<file path="config.mk">
export PLATFORM = sky130hd
export DESIGN_NAME = mem_req_arbiter
export DESIGN_NICKNAME = d
export VERILOG_FILES = /design/src/rtl/mem_req_arbiter_pkg.sv /design/src/rtl/arb_starve_ctr.sv /design/src/rtl/mem_req_arbiter.sv
export SDC_FILE = /design/constraint.sdc
export NUM_CORES = 1
export LEC_CHECK = 0
export CELL_PAD_IN_SITES_DETAIL_PLACEMENT = 2
export CELL_PAD_IN_SITES_GLOBAL_PLACEMENT = 2
export CORE_MARGIN = 1
export CORE_UTILIZATION = 28
export DETAILED_ROUTE_END_ITERATION = 6
export GPL_TIMING_DRIVEN = 0
export PLACE_DENSITY = 0.94
export SYNTH_ARGS = -nofsm -noshare
export SYNTH_HDL_FRONTEND = slang
export SYNTH_SLANG_ARGS = --single-unit
</file>
<file path="constraint.sdc">
create_clock -name clk -period 4.99 [get_ports clk]
set_input_delay 1.2475 -clock clk [delete_from_list [all_inputs] [get_ports clk]]
set_output_delay 1.2475 -clock clk [all_outputs]
set_load 0.005 [all_outputs]
</file>
<file path="src/rtl/mem_req_arbiter_pkg.sv">
// rtl/mem_req_arbiter_pkg.sv - shared encodings and helpers for the memory request arbiter
package mem_req_arbiter_pkg;

    typedef enum logic [1:0] {
        IDLE  = 2'd0,
        ISSUE = 2'd1,
        WAIT  = 2'd2,
        DRAIN = 2'd3
    } arb_state_t;

    typedef enum logic {
        OWN_LSB = 1'b0,
        OWN_IC  = 1'b1
    } arb_owner_t;

    localparam logic [2:0] LEN_B = 3'd1;
    localparam logic [2:0] LEN_H = 3'd2;
    localparam logic [2:0] LEN_W = 3'd4;

    localparam logic [1:0] IO_HI = 2'b11;

    typedef struct packed {
        logic        we;
        logic [31:0] addr;
        logic [2:0]  len;
        logic [31:0] wdata;
    } mem_cmd_t;

    function automatic logic [31:0] len_mask(input logic [2:0] len);
        case (len)
            LEN_B:   return 32'h0000_00FF;
            LEN_H:   return 32'h0000_FFFF;
            default: return 32'hFFFF_FFFF;
        endcase
    endfunction

endpackage

</file>
<file path="src/rtl/arb_starve_ctr.sv">
// rtl/arb_starve_ctr.sv - saturating count of LSB grants taken while icache waits
module arb_starve_ctr #(
    parameter int MAX = 4
) (
    input  logic clk,
    input  logic rst,
    input  logic en,
    input  logic clr,
    input  logic inc,
    output logic full
);
    localparam int             W     = $clog2(MAX + 1);
    localparam logic [W-1:0]   MAX_V = W'(MAX);

    logic [W-1:0] cnt;

    always_ff @(posedge clk or negedge rst) begin
        if (!rst) begin
            cnt <= '0;
        end else if (en) begin
            if (clr) begin
                cnt <= '0;
            end else if (inc && cnt != MAX_V) begin
                cnt <= cnt + W'(1);
            end
        end
    end

    assign full = (cnt == MAX_V);

endmodule

</file>
<file path="src/rtl/mem_req_arbiter.sv">
// rtl/mem_req_arbiter.sv - icache/LSB arbiter for the single memory port; ARB_PERF_CNT_EN adds perf counters
module mem_req_arbiter #(
    parameter int         STARVE_MAX = 4,
    parameter logic [1:0] IO_HI      = mem_req_arbiter_pkg::IO_HI
) (
    input  logic        clk,
    input  logic        rst,
    input  logic        rdy,
    input  logic        clr,
    input  logic        io_buffer_full,
    input  logic        ic_req,
    input  logic [31:0] ic_addr,
    output logic        ic_done,
    output logic [31:0] ic_data,
    input  logic        lsb_req,
    input  logic        lsb_we,
    input  logic [31:0] lsb_addr,
    input  logic [2:0]  lsb_len,
    input  logic [31:0] lsb_wdata,
    output logic        lsb_done,
    output logic [31:0] lsb_rdata,
    output logic        mc_valid,
    output logic        mc_we,
    output logic [31:0] mc_addr,
    output logic [2:0]  mc_len,
    output logic [31:0] mc_wdata,
    input  logic        mc_done,
    input  logic [31:0] mc_rdata
`ifdef ARB_PERF_CNT_EN
    ,
    output logic [31:0] perf_ic_grants,
    output logic [31:0] perf_lsb_grants,
    output logic [31:0] perf_io_stall
`endif
);
    import mem_req_arbiter_pkg::*;

    arb_state_t state;
    arb_owner_t owner;
    mem_cmd_t   cmd_r;

    logic lsb_io_blocked;
    logic lsb_elig;
    logic arb_en;
    logic starve_full;
    logic grant_ic;
    logic grant_lsb;
    logic cancel;

    always_comb begin
        lsb_io_blocked = lsb_req && lsb_we && (lsb_addr[17:16] == IO_HI) && io_buffer_full;
        lsb_elig       = lsb_req && !lsb_io_blocked;
        arb_en         = (state == IDLE) && !clr;
        grant_ic       = arb_en && ic_req && (starve_full || !lsb_elig);
        grant_lsb      = arb_en && lsb_elig && !(ic_req && starve_full);
        // A store has already been committed by the ROB, so a flush never drops it.
        cancel         = clr && !(owner == OWN_LSB && cmd_r.we);
    end

    arb_starve_ctr #(
        .MAX (STARVE_MAX)
    ) u_starve (
        .clk  (clk),
        .rst  (rst),
        .en   (rdy),
        .clr  (clr || !ic_req || grant_ic),
        .inc  (grant_lsb),
        .full (starve_full)
    );

    always_ff @(posedge clk or negedge rst) begin
        if (!rst) begin
            state     <= IDLE;
            owner     <= OWN_LSB;
            cmd_r     <= '0;
            mc_valid  <= 1'b0;
            ic_done   <= 1'b0;
            ic_data   <= '0;
            lsb_done  <= 1'b0;
            lsb_rdata <= '0;
        end else if (rdy) begin
            mc_valid <= 1'b0;
            ic_done  <= 1'b0;
            lsb_done <= 1'b0;
            case (state)
                IDLE: begin
                    if (grant_ic) begin
                        owner    <= OWN_IC;
                        cmd_r    <= '{we: 1'b0, addr: ic_addr, len: LEN_W, wdata: 32'd0};
                        mc_valid <= 1'b1;
                        state    <= ISSUE;
                    end else if (grant_lsb) begin
                        owner    <= OWN_LSB;
                        cmd_r    <= '{we: lsb_we, addr: lsb_addr, len: lsb_len,
                                      wdata: lsb_we ? lsb_wdata : 32'd0};
                        mc_valid <= 1'b1;
                        state    <= ISSUE;
                    end
                end
                ISSUE: begin
                    state <= cancel ? DRAIN : WAIT;
                end
                WAIT: begin
                    if (mc_done) begin
                        state <= IDLE;
                        if (!cancel) begin
                            if (owner == OWN_IC) begin
                                ic_done <= 1'b1;
                                ic_data <= mc_rdata;
                            end else begin
                                lsb_done  <= 1'b1;
                                lsb_rdata <= cmd_r.we ? 32'd0 : (mc_rdata & len_mask(cmd_r.len));
                            end
                        end
                    end else if (cancel) begin
                        state <= DRAIN;
                    end
                end
                DRAIN: begin
                    if (mc_done) begin
                        state <= IDLE;
                    end
                end
                default: state <= IDLE;
            endcase
        end
    end

    assign mc_we    = cmd_r.we;
    assign mc_addr  = cmd_r.addr;
    assign mc_len   = cmd_r.len;
    assign mc_wdata = cmd_r.wdata;

`ifdef ARB_PERF_CNT_EN
    always_ff @(posedge clk or negedge rst) begin
        if (!rst) begin
            perf_ic_grants  <= '0;
            perf_lsb_grants <= '0;
            perf_io_stall   <= '0;
        end else if (rdy) begin
            if (grant_ic) begin
                perf_ic_grants <= perf_ic_grants + 32'd1;
            end
            if (grant_lsb) begin
                perf_lsb_grants <= perf_lsb_grants + 32'd1;
            end
            if (arb_en && lsb_io_blocked) begin
                perf_io_stall <= perf_io_stall + 32'd1;
            end
        end
    end
`endif

endmodule

</file>
Yosys cells after proc, flatten, opt, wreduce, memory -nomap -nowiden. Cells that the tools add are included.

Register bits after elaboration: 141. Latch bits: 0. Bits in writable memories: 0. Memory bits (read-only): 0. Bits of input ports: 140. Output and inout bits: 135. Logic and storage cells: 89. Memories kept: 0.

Add/subtract/negate cells: 1. Multiply operators: 0. Div/mod/pow operators: 0. Magnitude comparators: 0. Equal/unequal tests: 11. Shifts and indexed selects: 0. Mux-type cells: 32. Bitwise gates (word level): 3. Reduce and logical (&&, ||, !) cells: 30.

Operators with widths (number): $mux 32 (7); $mux 68 (2); $pmux 32 s2 (1); $and 32x32->32 (1); $mux 1 (14); $logic_and 1x1->1 (13); $mux 2 (5); $reduce_and 5->1 (2); $pmux 2 s4 (1); $eq 2x2->1 const B (3); $logic_not 1->1 (6); $mux 3 (2); $ne 3x3->1 const B (2); $reduce_and 4->1 (1); $reduce_bool 2->1 (2); $add 3x1->3 const B (1); $eq 3x1->1 const B (1); $eq 3x2->1 const B (1); $eq 3x3->1 const B (1); $logic_or 1x1->1 (3); $ne 3x2->1 const B (1); $reduce_and 3->1 (1); $eq 2x1->1 const B (1); $logic_not 2->1 (1); 3 further kinds (4).

Depth between registers and ports, before layout. Gate-level depths: netlist of the first run.

Depth in word-level cells: 11. Mapped depth: 8.

Hierarchy. A second synthesis of the first run with hierarchy kept.

Cells, all modules: 460. Area total of the unflattened synthesis: 6228.5 µm².

By module, submodules not included: mem_req_arbiter (instances 1, cells each 442, area an instance 6039.5 µm², seq. area each 3453.3 µm²); arb_starve_ctr (instances 1, cells each 18, area an instance 188.9 µm², seq. area each 75.1 µm²).

Least setup slack after synthesis of the first run. OpenSTA, ideal clock, no wires.

Path type: input -> register. Start point: input clr. End point: register cmd_r, in the netlist mc_addr[2]. Library setup time: 0.125 ns. Data arrival time: 2.944 ns. Required time: 4.865 ns. Setup slack: 1.921 ns. Cell stages on the path: 7. Cell sequence: clkbuf_1 > or4b_4 > a31oi_4 > buf_6 > buf_6 > mux2_1 > mux2_2.

Word-level cells in the longest chain between the ends: 6. Elaborated cells between the ends (all ways): 9.

RTL lines: start: declaration (line mem_req_arbiter.sv:9) `input logic clr,`; $logic_not 1->1 (*) (line mem_req_arbiter.sv:53) `arb_en = (state == IDLE) && !clr;`; $logic_and 1x1->1 (*) (line mem_req_arbiter.sv:53); $logic_and 1x1->1, on equally long branches (2 in a row) (line mem_req_arbiter.sv:54, mem_req_arbiter.sv:55); $reduce_bool 2->1 (no line); $reduce_and 3->1 (no line); end signal: assignment (line mem_req_arbiter.sv:89) `cmd_r <= '{we: 1'b0, addr: ic_addr, len: LEN_W, wdata: 32'd0};`; end signal: assignment (line mem_req_arbiter.sv:94) `cmd_r <= '{we: lsb_we, addr: lsb_addr, len: lsb_len,`; end: declaration (line mem_req_arbiter.sv:40) `mem_cmd_t cmd_r;`.

Mark *: on every way between the ends. The rest lies on a longest branch, timed or not. A chain may end at the register's enable or synchronous reset.

Worst setup path after layout of the first run.
Start point: input ic_req. End point: register cmd_r, in the netlist mc_addr[2].

Word-level cells in the longest chain between the ends: 5. Elaborated cells between the ends (all ways): 8.

RTL lines: start: declaration (line mem_req_arbiter.sv:11) `input logic ic_req,`; $logic_and 1x1->1 (line mem_req_arbiter.sv:55) `grant_lsb = arb_en && lsb_elig && !(ic_req && starve_full);`; $logic_not 1->1 (line mem_req_arbiter.sv:55); $logic_and 1x1->1 (line mem_req_arbiter.sv:55); $reduce_bool 2->1 (no line); $reduce_and 3->1 (no line).

Several ways; a longest one is shown, not always the timed one.

==> results by group, run 1 <==
Finish
  – Total area of multi-input combinational cells: 0.00211 mm²
  – Final standard cell count with taps included and fillers excluded: 1000
  – Fraction of final layout cells sized beyond drive strength 1: 20.1%
  – Top library cells by usage in the layout, fill and taps aside: sky130_fd_sc_hd__clkdlybuf4s50_1 (271), sky130_fd_sc_hd__dfrtp_1 (141), sky130_fd_sc_hd__mux2_2 (97), sky130_fd_sc_hd__a22o_1 (49), sky130_fd_sc_hd__nand2_1 (38)
  – Final net count: 861
  – Most common library cell in the layout ignoring fill and taps: sky130_fd_sc_hd__clkdlybuf4s50_1
  – Antenna diode count: 0
  – Count of fill cells added during filler insertion: 1971
  – Post-route design area: 0.00955 mm²
  – Area growth, synth to finish: 63.6%
  – Register Area: 0.00353 mm²

Place
  – GPL Wtd Cong: 0.788
  – Hpwl dp: 15600 µm
  – Placed Area: 0.00892 mm²
  – Number of input and output port buffers inserted: 272
  – Cell total after placement: 970
  – Worst slack at placement: 1.37 ns

Floorplan
  – Die Area: 0.0214 mm²
  – I/O pins: 275
  – Die Ht: 146 µm
  – Die W: 146 µm
  – Initial core utilization: 28.7%
  – Number of rows created at floorplan: 52
  – Total core area: 0.0204 mm²

CTS
  – Post_cts resized: 0
  – Clock transition at the registers of the reported paths: 0.06 ns
  – Depth of the CTS H-tree: 4
  – Clock tree from TritonCTS: yes
  – Buffers inserted during post-CTS setup optimization: 0
  – Maximum clock insertion buffer count: 2
  – Hold-fix buffers, CTS: 0
  – Worst skew pair latency: 0.42 ns
  – CTS root buf: sky130_fd_sc_hd__clkbuf_16
  – Clock buffers created by TritonCTS: 17
  – Clk sink count: 141

Logic synthesis
  – Flip-flop and latch count after synthesis: 141
  – Synthesized cell area: 0.00584 mm²
  – Distinct cells, synth: 36
  – Synthesized Nets: 569
  – Count of yosys warnings during synthesis: 0
  – Share of the yosys chip area belonging to registers: 60.5%
  – Number of instances in the synthesized netlist: 427
  – Avg Synthesized Cell Area: 13.7 µm²

Worst setup path
  – Capture point of the worst reg-to-reg path: mc_addr[2]
  – Depth of the most critical reg-to-reg path: 7
  – Buffering stage count on the worst path with inverters included: 3
  – Setup slack on the worst flop-to-flop path: 2.61 ns
  – Most used cell, CP: sky130_fd_sc_hd__buf_6
  – Largest fanout on the critical path: 10
  – Required arrival time at the worst endpoint: 5.28 ns
  – Worst path max stage delay: 0.53 ns
  – Critical path type: input pin to register
  – Stages on the worst setup path: 7
  – Category of cells accounting for the largest share of critical-path delay: buffers and inverters
  – Max stage delay cell, worst path: sky130_fd_sc_hd__clkdlybuf4s50_1
  – List of cells traversed by the critical path: clkdlybuf4s50_1 -> or4b_4 -> a31oi_4 -> buf_6 -> buf_6 -> mux2_1 -> mux2_2
  – FF-to-FF Start: state[1]
  – Kind of end point of the critical path: register
  – CP Data Arrival Time: 3.49 ns
  – Critical Path Source Type: input pin

STA
  – Endpoints failing setup: 0
  – Final Hold Slack: 0.487 ns
  – Headroom to the max-slew limit: 37.6%
  – Max Transition Viols Final: 0
  – Setup repair after global routing missed its margin: false
  – Maximum clock frequency: 0.313 GHz
  – Worst Tran Pin Value: 0.931 ns
  – Clock tree skew after final layout: 0.0126 ns
  – Post-layout min period: 3.19 ns
  – Hold violation count in the final report: 0
  – Post-route clock period utilization: 64.0%
  – Post-layout worst setup margin: 1.80 ns

Hold path
  – End of the worst hold path: ic_done
  – Hold_sp: ic_done
  – Hold Path Cell Cnt: 1
  – Class of the tightest hold or removal check: register to register

Drt
  – Post-detailed-route wirelength per cell: 20.5 µm
  – DRT Wirelength: 20500 µm
  – Total via count in the routed design: 4656
  – Iteration-0 DRC Markers: 95
  – Remaining routing DRC violations: 0
  – Number of antenna-violating nets in the routed design: 0
  – Average via count per standard cell: 4.66
  – First-pass DRT Iterations: 4

Pwr
  – Worst supply voltage drop on vdd: 0.242 mV
  – Static leakage power: 4.13 nW
  – Power density relative to cell area: 513 mW/mm²
  – Total power draw: 4.90 mW

Global route
  – Pin count of the biggest net entering global routing: 77
  – Residual overflow from global routing: 0
  – Vias in the first global route: 5505
  – Antenna violations before repair: 0
  – Overall global routing resource usage: 20.0%
  – Wire length of the first global-routing pass: 32300 µm

Outcome
  – Run status: finished, final reports clean

Run
  – Count of max-cap constraint violations: 0
[synthesized netlist by cell type, drive strengths merged]
master / n / area (µm²)
a211oi: 1 / 7.51
nand3b: 1 / 7.51
and4: 1 / 8.76
nand4: 1 / 6.26
o41ai: 1 / 8.76
nor2b: 2 / 12.5
mux2: 100 / 1130
inv: 6 / 22.5
or4b: 1 / 13.8
a22o: 49 / 429
a21oi: 7 / 35.0
a2111o: 1 / 11.3
buf: 16 / 123
nor3b: 1 / 7.51
a31oi: 1 / 21.3
or3: 1 / 6.26
a21o: 3 / 22.5
o21ai: 21 / 105
nor2: 6 / 22.5
and2: 1 / 6.26
and3: 2 / 12.5
nand2b: 4 / 25.0
dfrtp: 141 / 3530
ha: 2 / 25.0
clkbuf: 12 / 45.0
mux2i: 1 / 10.0
o211ai: 1 / 7.51
a31o: 1 / 8.76
nor3: 2 / 15.0
clkinv: 1 / 3.75
nand2: 38 / 143
xor2: 1 / 8.76
[routing by layer]
layer  vias to the layer above  wire [µm]  global-route usage (%)
met5                         -          0                       0
met4                         0        645                    9.01
met3                        34        936                    4.72
met2                       155      11200                    36.9
met1                      2352       7800                    21.4
li1                       2115          -                       -
[power by group]
part	leakage [nW]	total, mW	internal, mW	switching (mW)
Clock	0.294	1.35	0.858	0.494
Combinational	2.00	1.73	1.12	0.604
Sequential	1.84	1.82	1.56	0.263
[kinds of logic after synthesis]
kind of cell | after synthesis | share of synthesized area, %
DFF | 141 | 60.5
muxes | 101 | 19.5
AOI/OAI and AO/OA | 86 | 11.3
and+or+nand+nor | 61 | 4.91
buffers and inverters | 35 | 3.32
adders and majority gates | 2 | 0.429
xor gates and xnor gates | 1 | 0.150
[worst max path at each step]
| stage | end | startpoint |
|---|---|---|
| final | mc_addr[2] | ic_req |
| after global routing | mc_addr[2] | ic_req |
| after CTS | mc_addr[2] | ic_req |
| after detailed placement | mc_addr[2] | ic_req |
| after global placement | ic_data[28] | rst |
| after floorplan | mc_addr[2] | clr |
[area by class of cell]
class / instances / area share [%]
multi-input cells: 251 / 22.1
repair buffers: 273 / 28.8
clock buffers: 20 / 4.78
clock inverters: 10 / 1.73
well taps: 270 / 3.54
flip-flops and latches: 141 / 37.0
inverters: 7 / 0.275
plain buffers: 28 / 1.76
[flip-flops by register name, summed over array words and instances, names as in the netlist]
register and count:
ic_data 32, ic_done 1, lsb_done 1, lsb_rdata 32, mc_addr 32, mc_len 3, mc_valid 1, mc_wdata 32
mc_we 1, owner 1, state 2, u_starve.cnt 3
[metrics by stage]
stage / TNS [ns] / utilization, %
detailed placement: 0 / 43.8
global placement: -461.03 / 43.7
floorplan: 0 / -
CTS: 0 / 46.9
global route: 0 / 46.9
finish: 0 / 46.9
Power figures use the tool's default switching activity.
==> run 2: changes to the inputs <==
Settings changed: CORE_UTILIZATION 28 to 23, PLACE_DENSITY 0.94 to 0.83.
Clock period 4.99 ns to 2.57 ns, I/O delays scaled along.
==> run 2 against run 1 <==
Clock skew fell by 0.0015 ns. Worst hold slack got worse by 0.31 ns. Clock power rose by 85%. Sequential power rose by 92%. Worst setup slack got worse by 1.7 ns. Critical path depth fell by 1. Non-clock buffer count rose by 2. Die area rose by 21%. Register-to-register slack got worse by 2.3 ns. Clock-buffer cell count fell by 2. Combinational power rose by 93%. Largest power group unchanged.
==> results by group, run 2 (synthesized netlist as in run 1, its figures left out) <==
Pwr
  – Worst supply voltage drop on vdd: 0.388 mV (+60%)
  – Static leakage power: 4.13 nW (about the same)
  – Power density relative to cell area: 972 mW/mm² (+89%)

Place
  – GPL Wtd Cong: 0.720 (-8.6%)
  – Hpwl dp: 15200 µm (-2.9%)
  – Number of input and output port buffers inserted: 272 (unchanged)

Finish
  – Antenna diode count: 0 (unchanged)
  – Top library cells by usage in the layout, fill and taps aside: sky130_fd_sc_hd__clkdlybuf4s50_1 (271), sky130_fd_sc_hd__dfrtp_1 (141), sky130_fd_sc_hd__mux2_2 (97), sky130_fd_sc_hd__a22o_1 (49), sky130_fd_sc_hd__nand2_1 (38)
  – Final net count: 863 (+0.23%)
  – Count of fill cells added during filler insertion: 2530 (+28%)
  – Area growth, synth to finish: 64.9%
  – Fraction of final layout cells sized beyond drive strength 1: 20.8% (+0.71 points)
  – Most common library cell in the layout ignoring fill and taps: sky130_fd_sc_hd__clkdlybuf4s50_1
  – Total area of multi-input combinational cells: 0.00212 mm² (+0.30%)
  – Finished Core Util: 39.1% (-7.8 points)
  – Register Area: 0.00353 mm² (unchanged)

Drt
  – Remaining routing DRC violations: 0 (unchanged)
  – Post-detailed-route wirelength per cell: 18.8 µm (-8.3%)
  – Iteration-0 DRC Markers: 95 (unchanged)
  – Total via count in the routed design: 4649 (-0.15%)
  – Average via count per standard cell: 4.39 (-5.6%)
  – DRT Wirelength: 19900 µm (-3.0%)
  – Number of antenna-violating nets in the routed design: 0 (unchanged)
  – First-pass DRT Iterations: 4 (unchanged)

CTS
  – Clock transition at the registers of the reported paths: 0.06 ns (about the same)
  – Depth of the CTS H-tree: 4 (unchanged)
  – Clock buffers created by TritonCTS: 17 (unchanged)
  – Hold-fix buffers, CTS: 0 (unchanged)
  – CTS root buf: sky130_fd_sc_hd__clkbuf_16
  – Maximum clock insertion buffer count: 2 (unchanged)
  – Worst skew pair latency: 0.42 ns (about the same)
  – Clk sink count: 141 (unchanged)
  – Clock tree from TritonCTS: yes

Outcome
  – Run status: finished, final reports clean

Run
  – Count of max-cap constraint violations: 0 (unchanged)

Worst setup path
  – Depth of the most critical reg-to-reg path: 6 (-1)
  – Kind of end point of the critical path: register
  – CP Data Arrival Time: 2.77 ns (-0.72 ns)
  – FF-to-FF Start: state[1]
  – Capture point of the worst reg-to-reg path: mc_addr[21]
  – Critical Path Source Type: input pin
  – Setup slack on the worst flop-to-flop path: 0.30 ns (-2.31 ns)
  – Required arrival time at the worst endpoint: 2.87 ns (-2.41 ns)
  – Critical path type: input pin to register
  – Largest fanout on the critical path: 10 (unchanged)

Floorplan
  – Die W: 161 µm (+10%)
  – Initial core utilization: 23.7% (-4.9 points)
  – Number of rows created at floorplan: 57 (+9.6%)
  – Die Ht: 161 µm (+10%)
  – Die Area: 0.0260 mm² (+21%)
  – I/O pins: 275 (unchanged)
  – Total core area: 0.0246 mm² (+21%)

STA
  – Post-layout min period: 2.47 ns
  – Endpoints failing setup: 0 (unchanged)
  – Worst Tran Pin Value: 0.706 ns (-0.225 ns)
  – Clock tree skew after final layout: 0.0111 ns (-0.00150 ns)
  – Final Hold Slack: 0.175 ns (-0.311 ns)
  – Headroom to the max-slew limit: 52.9% (+15 points)
  – Post-route clock period utilization: 96.2%
  – Setup repair after global routing missed its margin: true
  – Hold violation count in the final report: 0 (unchanged)
  – Maximum clock frequency: 0.404 GHz
  – Max Transition Viols Final: 0 (unchanged)

Global route
  – Residual overflow from global routing: 0 (unchanged)
  – Pin count of the biggest net entering global routing: 88 (+14%)
  – Vias in the first global route: 5375 (-2.4%)
  – Overall global routing resource usage: 16.0% (-4.0 points)
  – Wire length of the first global-routing pass: 31500 µm (-2.6%)
  – Antenna violations before repair: 0 (unchanged)

Hold path
  – Class of the tightest hold or removal check: input pin to asynchronous set/reset pin
[run 2: through the flow]
step / total power [mW] / worst slack (ns) / instance area (µm²) / instances / TNS (ns)
after detailed placement: 6.92 / -0.410 / 8990 / 1024 / -25.86
after floorplan: 4.58 / 0.106 / 5840 / 427 / 0
after global routing: 9.89 / -0.0211 / 9630 / 1058 / -0.0977
final: 9.35 / 0.0970 / 9630 / 1058 / 0
after global placement: 6.77 / -5.38 / 8960 / 1023 / -777.59
after CTS: 9.51 / 0.0315 / 9580 / 1056 / 0
[run 2: critical path, stage by stage]
cell,delay (ns)
sky130_fd_sc_hd__clkdlybuf4s50_1,0.52
sky130_fd_sc_hd__or4b_4,0.51
sky130_fd_sc_hd__a31oi_4,0.21
sky130_fd_sc_hd__buf_4,0.25
sky130_fd_sc_hd__mux2_2,0.36
sky130_fd_sc_hd__mux2_2,0.26
[run 2: area by class of cell]
class	count	share of cell area, %
buffer	28	1.79
sequential	141	36.7
multi-input combinational	251	22.0
inverter	7	0.312
clock buffer	18	4.46
timing repair buffer	275	28.9
tap	324	4.21
clock inverter	14	1.68
[run 2: layer usage]
layer | track usage, % | up-vias | share of wire, %
met1 | 18.3 | 2355 | 40
li1 | - | 2137 | -
met3 | 4.08 | 23 | 4.6
met5 | 0 | - | 0
met4 | 5.62 | 0 | 2.1
met2 | 28.6 | 134 | 53
[run 2: power breakdown]
group          leakage (nW)  switching (mW)  internal, mW  total (mW)
Sequential             1.84           0.487          3.02        3.50
Combinational          2.02            1.15          2.19        3.34
Clock                 0.277            1.05          1.45        2.50
[run 2: worst max-delay path by stage]
stage	from	endpoint	slack, ns	depth (start not counted)
6_report	ic_req	mc_addr[21]	0.1	6
5_1_grt	lsb_addr[16]	mc_wdata[17]	-0.02	7
4_1_cts	lsb_addr[16]	mc_wdata[27]	0.03	7
3_5_place_dp	lsb_addr[16]	mc_wdata[25]	-0.41	7
3_3_place_gp	rst	ic_data[3]	-5.38	1
2_1_floorplan	clr	mc_addr[2]	0.11	7
[run 2: what timing repair did]
item	in CTS	in global routing
hold endpoints to repair	0	0
setup buffers	0	2
resized for setup	0	5
setup endpoints to repair	0	47
==> run 3: changes to the inputs <==
Settings changed: CORE_UTILIZATION 23 to 24, PLACE_DENSITY 0.83 to 0.84, SYNTH_HIERARCHICAL set to 1.
==> run 3 against run 2 <==
Worst setup slack improved by 0.12 ns. Via count increased by 7.3%. Core utilization increased by 0.31 points. First-iteration DRC count increased by 64%. Die area increased by 2.3%. Clock skew increased by 0.0054 ns. Synthesized area increased by 6.7%. Clock power decreased by 4%. Critical path type unchanged. Largest cell class unchanged.
==> results by group, run 3 <==
Pwr
  – Cell internal pwr: 6.89 mW (+3.5%)
  – Worst supply voltage drop on vdd: 0.377 mV (-2.9%)
  – Sw Pwr: 2.91 mW (+8.0%)
  – Power share of the clock group: 24.4% (-2.4 points)
  – Sequential group share of total power: 37.2% (-0.3 points)
  – Total power draw: 9.80 mW (+4.8%)
  – Share of total power consumed by net switching: 29.7% (+0.89 points)
  – Share of power burned in combinational logic: 38.4% (+2.6 points)
  – Power density relative to cell area: 982 mW/mm² (+1.0%)
  – Static leakage power: 4.44 nW (+7.5%)

STA
  – Setup repair after global routing missed its margin: false
  – Endpoints failing setup: 0 (unchanged)
  – Post-route clock period utilization: 91.7% (-4.5 points)
  – Worst Tran Pin Value: 0.843 ns (+0.137 ns)
  – Headroom to the max-slew limit: 43.8% (-9.1 points)
  – TNS Setup: 0 ns (unchanged)
  – Final Hold Slack: 0.260 ns (+0.0849 ns)
  – Hold violation count in the final report: 0 (unchanged)
  – Post-layout min period: 2.36 ns (-0.115 ns)
  – Post-layout worst setup margin: 0.212 ns (+0.115 ns)
  – Clock tree skew after final layout: 0.0164 ns (+0.00535 ns)
  – Maximum clock frequency: 0.424 GHz (+4.9%)
  – Max Transition Viols Final: 0 (unchanged)

Worst setup path
  – List of cells traversed by the critical path: dlygate4sd2_1 -> nand4_1 -> a21oi_2 -> nor2_1 -> buf_4 -> buf_6 -> mux2_1
  – Max stage delay cell, worst path: sky130_fd_sc_hd__dlygate4sd2_1
  – FF-to-FF Start: u_starve/cnt[0]
  – CP Data Arrival Time: 2.65 ns (-0.12 ns)
  – Largest fanout on the critical path: 10 (unchanged)
  – Required arrival time at the worst endpoint: 2.87 ns (about the same)
  – Capture point of the worst reg-to-reg path: mc_addr[9]
  – Depth of the most critical reg-to-reg path: 9 (+3)
  – Setup slack on the worst flop-to-flop path: 0.22 ns (-0.08 ns)
  – Destination of the critical timing path: mc_addr[0]
  – Kind of end point of the critical path: register
  – Launch point of the critical path: lsb_we
  – Worst path max stage delay: 0.45 ns (-0.07 ns)
  – Critical path type: input pin to register
  – Critical Path Source Type: input pin

Drt
  – Detail Route met3 WL: 2230 µm (+140%)
  – Total via count in the routed design: 4987 (+7.3%)
  – Met2 wire length: 10300 µm (-3.5%)
  – Remaining routing DRC violations: 0 (unchanged)
  – Uppermost signal routing layer after detailed routing: met4
  – Iteration-0 DRC Markers: 156 (+64%)
  – Average via count per standard cell: 4.55 (+3.5%)
  – Number of antenna-violating nets in the routed design: 0 (unchanged)
  – Met1 Wirelength: 8720 µm (+9.8%)
  – Post-detailed-route wirelength per cell: 19.6 µm (+3.9%)
  – DRT Wirelength: 21500 µm (+7.7%)
  – First-pass DRT Iterations: 4 (unchanged)

CTS
  – Clock tree from TritonCTS: yes
  – Depth of the CTS H-tree: 4 (unchanged)
  – Clock transition at the registers of the reported paths: 0.07 ns (about the same)
  – Maximum clock insertion buffer count: 2 (unchanged)
  – Clock buffers created by TritonCTS: 17 (unchanged)
  – Post_cts resized: 2 (+2)
  – Worst skew pair latency: 0.42 ns (about the same)
  – Buffers inserted during post-CTS setup optimization: 0 (unchanged)
  – Hold-fix buffers, CTS: 0 (unchanged)
  – Clk sink count: 141 (unchanged)
  – CTS root buf: sky130_fd_sc_hd__clkbuf_16

Logic synthesis
  – Share of async-settable or async-resettable flops after synthesis: 100% (unchanged)
  – Number of instances in the synthesized netlist: 460 (+7.7%)
  – Synthesized cell area: 0.00623 mm² (+6.7%)
  – Yosys top cell area share: 56.6% (-3.8 points)
  – Synth area leaders: sky130_fd_sc_hd__dfrtp_1 (57%), sky130_fd_sc_hd__mux2_2 (19%), sky130_fd_sc_hd__mux2_4 (5.8%)
  – Most common library cells after synthesis: sky130_fd_sc_hd__dfrtp_1 (141), sky130_fd_sc_hd__mux2_2 (104), sky130_fd_sc_hd__nand2_1 (38), sky130_fd_sc_hd__and3_1 (32), sky130_fd_sc_hd__mux2_4 (24)
  – Synthesized Nets: 602 (+5.8%)
  – Share of the yosys chip area belonging to registers: 56.6% (-3.8 points)
  – Flip-flop and latch count after synthesis: 141 (unchanged)
  – Number of enable flip-flop cells after synthesis: 0 (unchanged)
  – Count of yosys warnings during synthesis: 6 (+6)
  – Avg Synthesized Cell Area: 13.5 µm² (-0.92%)
  – Post-synth top area cell: sky130_fd_sc_hd__dfrtp_1
  – Post-synth top flop: sky130_fd_sc_hd__dfrtp_1
  – Most common cell in the synthesized netlist: sky130_fd_sc_hd__dfrtp_1
  – Distinct cells, synth: 43 (+19%)

Place
  – Worst slack at placement: -0.561 ns (-0.151 ns)
  – GPL Wtd Cong: 0.757 (+5.2%)
  – Hpwl dp: 16500 µm (+8.7%)
  – Number of input and output port buffers inserted: 273 (+0.37%)
  – Cell total after placement: 1064 (+3.9%)

Global route
  – Pin count of the biggest net entering global routing: 81 (-8.0%)
  – Residual overflow from global routing: 0 (unchanged)
  – Antenna violations before repair: 0 (unchanged)
  – Overall global routing resource usage: 16.5% (+0.54 points)
  – Vias in the first global route: 5689 (+5.8%)
  – Wire length of the first global-routing pass: 33100 µm (+5.1%)

Floorplan
  – Die Area: 0.0266 mm² (+2.3%)
  – Die W: 163 µm (+1.1%)
  – Total core area: 0.0253 mm² (+2.9%)
  – Die Ht: 163 µm (+1.1%)
  – Number of rows created at floorplan: 58 (+1.8%)
  – I/O pins: 275 (unchanged)
  – Initial core utilization: 24.6% (+0.88 points)

Finish
  – Final net count: 895 (+3.7%)
  – Most common library cell in the layout ignoring fill and taps: sky130_fd_sc_hd__clkdlybuf4s50_1
  – Count of fill cells added during filler insertion: 2602 (+2.8%)
  – Fraction of final layout cells sized beyond drive strength 1: 24.4% (+3.6 points)
  – Final standard cell count with taps included and fillers excluded: 1097 (+3.7%)
  – Top library cells by usage in the layout, fill and taps aside: sky130_fd_sc_hd__clkdlybuf4s50_1 (270), sky130_fd_sc_hd__dfrtp_1 (141), sky130_fd_sc_hd__mux2_2 (104), sky130_fd_sc_hd__nand2_1 (38), sky130_fd_sc_hd__and3_1 (32)
  – Area growth, synth to finish: 60.3%

Hold path
  – Class of the tightest hold or removal check: input pin to asynchronous set/reset pin

Outcome
  – Run status: finished, final reports clean

Run
  – Count of max-cap constraint violations: 0 (unchanged)
-- run 3: worst max-delay path: cells and delay by family --
family / cells / cell delay [ns]
AOI/OAI and AO/OA: 1 / 0.38
buffers and inverters: 3 / 0.87
muxes: 1 / 0.31
and+or+nand+nor: 2 / 0.44
-- run 3: worst min-delay path by stage --
stage,startpoint,depth (start not counted),to,slack (ns)
final,rst,1,ic_data[6],0.26
after global routing,rst,1,ic_data[6],0.32
after CTS,rst,1,ic_data[6],0.30
after detailed placement,ic_done,1,ic_done,0.47
after global placement,lsb_rdata[13],2,lsb_rdata[13],0.46
after floorplan,rst,0,ic_data[0],0.35
-- run 3: cell families (layout without fill, tap and decap cells) --
| group | count (synthesis) | count (layout) | synth area share (%) |
|---|---|---|---|
| XOR/XNOR | 1 | 1 | 0.141 |
| AO/OA/AOI/OAI | 57 | 57 | 6.45 |
| AND/OR/NAND/NOR | 93 | 93 | 8.06 |
| adder cells (fa/ha/maj) | 2 | 2 | 0.402 |
| other | 0 | 1 | 0 |
| multiplexers | 131 | 131 | 25.1 |
| flip-flops | 141 | 141 | 56.6 |
| buffers and inverters | 35 | 341 | 3.21 |
-- run 3: metal layers --
| metal | vias up | global-route usage, % |
|---|---|---|
| met5 | - | 0 |
| met3 | 15 | 7.11 |
| met2 | 227 | 28.4 |
| li1 | 2242 | - |
| met4 | 0 | 4.63 |
| met1 | 2503 | 18.5 |
-- run 3: power groups by stage --
stage	clock [mW]	combinational [mW]	sequential, mW
finish	2.40	3.76	3.64
global route	2.57	4.08	3.76
CTS	2.51	3.84	3.66
detailed placement	0	3.81	3.68
global placement	0	3.70	3.63
floorplan	0	1.25	3.68
-- run 3: layout make-up --
class	count	area [µm²]	share of cell area, %
multi-input combinational	284	2510	25.1
antenna	1	2.50	0.0251
buffer	29	181	1.82
clock buffer	18	439	4.40
timing repair buffer	274	2760	27.7
clock inverter	14	128	1.28
sequential	141	3530	35.3
inverter	6	22.5	0.226
tap	330	413	4.13
-- run 3: per-stage QoR --
step / cell area (µm²) / util, %
finish: 9990 / 39.4
global route: 9980 / 39.4
CTS: 9980 / 39.4
global placement: 9370 / 37.0
floorplan: 6230 / -
detailed placement: 9400 / 37.1
